**config.mk**
```make
export PLATFORM = sky130hd
export DESIGN_NAME = sr_latch_driver
export DESIGN_NICKNAME = d
export VERILOG_FILES = /design/src/rtl/sr_latch_driver.sv
export SDC_FILE = /design/constraint.sdc
export NUM_CORES = 1
export LEC_CHECK = 0
export ABC_AREA = 1
export CAP_MARGIN = 20
export CORE_ASPECT_RATIO = 0.7
export CORE_MARGIN = 5
export CORE_UTILIZATION = 45
export CTS_CLUSTER_SIZE = 30
export DETAILED_ROUTE_END_ITERATION = 10
export PLACE_DENSITY = 0.77
export SLEW_MARGIN = 25
export SYNTH_ARGS = -nofsm -noshare
export SYNTH_HDL_FRONTEND = slang
export SYNTH_SLANG_ARGS = --single-unit
```
**constraint.sdc**
```tcl
create_clock -name clk -period 1.3 [get_ports clk]
set_input_delay 0.13 -clock clk [delete_from_list [all_inputs] [get_ports clk]]
set_output_delay 0.13 -clock clk [all_outputs]
set_load 0.01 [all_outputs]
```
**src/rtl/sr_latch_driver.sv**
```systemverilog
// Drives legal s/r pulses into an external SR element and confirms the result via q/qbar.
// Optional build macro SR_LATCH_DRV_SKIP_EN skips the pulse when the element already holds the value.
module sr_latch_driver #(
  parameter int PULSE_CYCLES = 2,
  parameter int SETTLE_MAX   = 8,
  parameter int CNT_W        = 4
) (
  input  logic       clk,
  input  logic       rst_n,
  input  logic       req_valid,
  input  logic       req_bit,
  output logic       req_ready,
  output logic       s,
  output logic       r,
  input  logic       q_fb,
  input  logic       qbar_fb,
  output logic       busy,
  output logic       done,
  output logic       err,
  output logic [1:0] err_code,
  output logic       stored
);

  typedef enum logic [2:0] {
    IDLE   = 3'd0,
    CHECK  = 3'd1,
    PULSE  = 3'd2,
    SETTLE = 3'd3,
    DONE   = 3'd4,
    ERR    = 3'd5
  } state_e;

  localparam logic [CNT_W-1:0] PULSE_LD  = CNT_W'(PULSE_CYCLES);
  localparam logic [CNT_W-1:0] SETTLE_LD = CNT_W'(SETTLE_MAX);
  localparam logic [CNT_W-1:0] ONE       = CNT_W'(1);

  state_e           state_q, state_d;
  logic [CNT_W-1:0] cnt_q, cnt_d;
  logic             tgt_q, tgt_d;
  logic             q_s1_q, q_s2_q;
  logic             qb_s1_q, qb_s2_q;

  logic             s_q, s_d;
  logic             r_q, r_d;
  logic             busy_q, busy_d;
  logic             done_q, done_d;
  logic             err_q, err_d;
  logic [1:0]       err_code_q, err_code_d;
  logic             stored_q, stored_d;
  logic             ready_q, ready_d;

  logic qs, qbs, match, illegal;

  assign qs      = q_s2_q;
  assign qbs     = qb_s2_q;
  assign match   = (qs == tgt_q) && (qbs == ~tgt_q);
  assign illegal = (qs == qbs);

  always_ff @(posedge clk or negedge rst_n) begin
    if (!rst_n) begin
      state_q    <= IDLE;
      cnt_q      <= '0;
      tgt_q      <= 1'b0;
      q_s1_q     <= 1'b0;
      q_s2_q     <= 1'b0;
      qb_s1_q    <= 1'b0;
      qb_s2_q    <= 1'b0;
      s_q        <= 1'b0;
      r_q        <= 1'b0;
      busy_q     <= 1'b0;
      done_q     <= 1'b0;
      err_q      <= 1'b0;
      err_code_q <= 2'b00;
      stored_q   <= 1'b0;
      ready_q    <= 1'b1;
    end else begin
      state_q    <= state_d;
      cnt_q      <= cnt_d;
      tgt_q      <= tgt_d;
      q_s1_q     <= q_fb;
      q_s2_q     <= q_s1_q;
      qb_s1_q    <= qbar_fb;
      qb_s2_q    <= qb_s1_q;
      s_q        <= s_d;
      r_q        <= r_d;
      busy_q     <= busy_d;
      done_q     <= done_d;
      err_q      <= err_d;
      err_code_q <= err_code_d;
      stored_q   <= stored_d;
      ready_q    <= ready_d;
    end
  end

  always_comb begin
    state_d = state_q;
    cnt_d   = cnt_q;
    tgt_d   = tgt_q;
    unique case (state_q)
      IDLE: begin
        if (req_valid) begin
          tgt_d   = req_bit;
          state_d = CHECK;
        end
      end
      CHECK: begin
`ifdef SR_LATCH_DRV_SKIP_EN
        if (match) begin
          state_d = DONE;
        end else begin
          cnt_d   = PULSE_LD;
          state_d = PULSE;
        end
`else
        cnt_d   = PULSE_LD;
        state_d = PULSE;
`endif
      end
      PULSE: begin
        if (cnt_q <= ONE) begin
          cnt_d   = SETTLE_LD;
          state_d = SETTLE;
        end else begin
          cnt_d = cnt_q - ONE;
        end
      end
      SETTLE: begin
        if (match) begin
          cnt_d   = '0;
          state_d = DONE;
        end else if (cnt_q <= ONE) begin
          cnt_d   = '0;
          state_d = ERR;
        end else begin
          cnt_d = cnt_q - ONE;
        end
      end
      DONE:    state_d = IDLE;
      ERR:     state_d = IDLE;
      default: state_d = IDLE;
    endcase
  end

  // Outputs are decoded from the next state so every port comes straight off a flop.
  always_comb begin
    s_d        = (state_d == PULSE) && tgt_d;
    r_d        = (state_d == PULSE) && !tgt_d;
    busy_d     = (state_d != IDLE);
    ready_d    = (state_d == IDLE);
    done_d     = (state_d == DONE);
    err_d      = (state_d == ERR);
    err_code_d = err_code_q;
    stored_d   = stored_q;
    if (state_d == ERR) err_code_d = illegal ? 2'b10 : 2'b01;
    if (state_d == DONE) stored_d = tgt_d;
  end

  assign s         = s_q;
  assign r         = r_q;
  assign busy      = busy_q;
  assign done      = done_q;
  assign err       = err_q;
  assign err_code  = err_code_q;
  assign stored    = stored_q;
  assign req_ready = ready_q;

endmodule

```
==> flow_summary.yaml <==
run_status:
  status: "finished with violations"
  violations: "setup timing"
critical_path:
  arrival_ps: 1640
  critPathMaxFanout: 5
  critPathKind: "flop to flop"
  cp.required_ps: 1560
  end_kind: "flop"
  cp-start-kind: "flop"
routing:
  vias: 759
  postRouteAntennaNets: 0
  wire_per_inst_um: 13.5
  viasPerCell: 5.03
  post-route-drc-count: 0
  drt_iter0_drc: 33
  wirelength_um: 2040
  dr.pass1.iters: 4
sta:
  drv_slew: 0
  max_slew.worst_pin.slew_ps: 266
  final_hold_viol_count: 0
  clock_skew_ps: 3.62
  slew-limit-headroom: 0.823
  setup_viol: 11
  post-route-min-period_ps: 1370
  finalCritPeriodShare: 1.06
  fin_ws_ps: -73.8
  rsz0062_at_grt: "true"
  timing.fmax_mhz: 728
floorplan:
  ios: 15
  chipHeight_um: 47.9
  initial_core_util: 0.485
  die_x_um: 64.1
  die_area_sq_um: 3070
  fp.coreArea_sq_um: 1900
  rows: 13
layout:
  syn_to_final_growth_pct: 37.6
  drive_above_1_share: 0.349
  largest_reg_flops: 4
  num_antenna_cells: 0
  final_nets: 138
  fill_cells: 154
  largest-register: "cnt_q"
  layout_common_cells: "dfrtp_1 (19), nand2_1 (18), buf_4 (11)"
  utilization: 0.667
  final_common_cell: "dfrtp_1"
run:
  cap_viol_max_count: 0
clocking:
  numCtsBuffers: 3
  clkSlewWorstSetupHoldPaths_ps: 120
  clock_tree.buffer_depth: 2
  root_buffer: "clkbuf_4"
  cts_tree: "built"
  h-tree-depth: 1
  ctsHoldBuffers: 0
  clk_latency_ps: 320
  clock_sinks: 21
grt:
  grt_overflow: 0
  grt_pass1_vias: 710
  grt_first_pass_wirelength_um: 3240
  globalRouteTotalUtil: 0.144
  grt_max_degree: 22
  antenna_found_initial: 0
synth:
  syn_nets: 107
  ys_warn_count: 0
  synth_cell_types: 21
  syn_inst: 99
  synth_area_sq_um: 922
  synth-seq-cells: 21
  yosysSeqAreaShare: 0.571
  syn_area_per_cell_sq_um: 9.31
pwr:
  total_power_mw: 3.18
  p_seq_frac: 0.329
  swShare: 0.433
  p_switching_mw: 1.37
  clkPwrFrac: 0.105
  internal_power_mw: 1.80
  p_leak_nw: 0.658
  power.density_nw_per_um2: 2500
  ir_drop_uv: 1480
  combPwrFrac: 0.566
place:
  dp_hpwl_um: 1310
  dpl_worst_slack_ps: -148
  port_buffers: 14
  place.gp.congestion: 0.897
hold_path:
  min_path_type: "input port to asynchronous set/reset pin"
worst paths after layout:
path,start,slack [ps],cells after the start,to
max in group asynchronous,rst_n,890,2,req_ready$_DFF_PN1_
min in group clk,qbar_fb,230,1,qb_s1_q$_DFF_PN0_
worst min register to register,q_s1_q$_DFF_PN0_,360,0,q_s2_q$_DFF_PN0_
worst max-delay path,cnt_q[0]$_DFFE_PN0P_,-70,9,r$_DFF_PN0_
worst min-delay path,rst_n,140,2,err$_DFF_PN0_
worst max register to register,cnt_q[0]$_DFFE_PN0P_,-70,9,r$_DFF_PN0_
logic make-up (layout without fill, tap and decap cells):
family                     Yosys count  count (layout)  synth area share
xor gates and xnor gates             2               2            0.0190
adders and majority gates            2               2            0.0271
buffers and inverters               16              46            0.0651
DFF                                 21              21             0.571
AOI/OAI and AO/OA                   10              10            0.0611
and+or+nand+nor                     48              48             0.256
timing repair:
item / in CTS / in global routing
resized for setup: 19 / 9
pin swaps: 3 / 2
setup endpoints to repair: 19 / 13
setup buffers: 2 / 3
power by group through the flow:
stage	Combinational (mW)	Sequential, mW	Clock (mW)
final	1.80	1.04	0.335
after global routing	1.98	1.08	0.380
after CTS	1.57	1.03	0.349
after detailed placement	1.46	1.04	0
after global placement	1.42	1.03	0
after floorplan	0.854	1.08	0
per-stage QoR:
step | setup TNS, ps | cells | cell area, sq um | hold WS [ps]
after floorplan | 0 | 99 | 922 | -166
after global placement | -351 | 142 | 1140 | 334
after CTS | -185 | 148 | 1210 | 142
after detailed placement | -894 | 142 | 1140 | 336
final | -541 | 151 | 1270 | 136
after global routing | -1680 | 151 | 1270 | 145
worst max-delay path, stage by stage, from the launching register on:
cell	delay, ps
dfrtp_1	400
inv_2	70
ha_4	170
o21ai_4	200
inv_2	90
nand2_2	80
nand2_2	90
nand2_4	80
nand2_2	60
nor2_2	80
synthesized netlist by cell type:
master / number / area, sq um
o21ai_0: 1 / 5.00
nand2_4: 1 / 11.3
nor2_2: 1 / 6.26
nand3_2: 2 / 20.0
a21oi_1: 1 / 5.00
xnor2_1: 2 / 17.5
nand3_1: 6 / 30.0
a22oi_1: 1 / 7.51
nor2_4: 1 / 11.3
nor3b_1: 1 / 7.51
ha_1: 2 / 25.0
inv_2: 4 / 15.0
nand2_2: 4 / 25.0
o21ai_2: 1 / 8.76
nand4_1: 2 / 12.5
nand2_1: 20 / 75.1
inv_1: 12 / 45.0
nor2_1: 10 / 37.5
dfstp_2: 1 / 26.3
o21ai_1: 6 / 30.0
dfrtp_1: 20 / 500
cell type report:
| cell class | count | area [sq um] | share of cell area |
|---|---|---|---|
| clock buffers | 3 | 22.5 | 0.0178 |
| clock inverters | 1 | 7.51 | 0.00592 |
| repair buffers | 26 | 223 | 0.176 |
| multi-input cells | 62 | 400 | 0.316 |
| inverters | 16 | 60.1 | 0.0473 |
| flip-flops and latches | 21 | 528 | 0.416 |
| well taps | 22 | 27.5 | 0.0217 |
metal layers:
metal / vias to the layer above / GRT usage / part of all wire
met1: 360 / 0.160 / 0.44
met3: 9 / 0.0493 / 0.045
met5: - / 0 / 0
met2: 19 / 0.251 / 0.48
met4: 0 / 0.0854 / 0.027
li1: 371 / - / -
(Power assumes the default switching activity.)
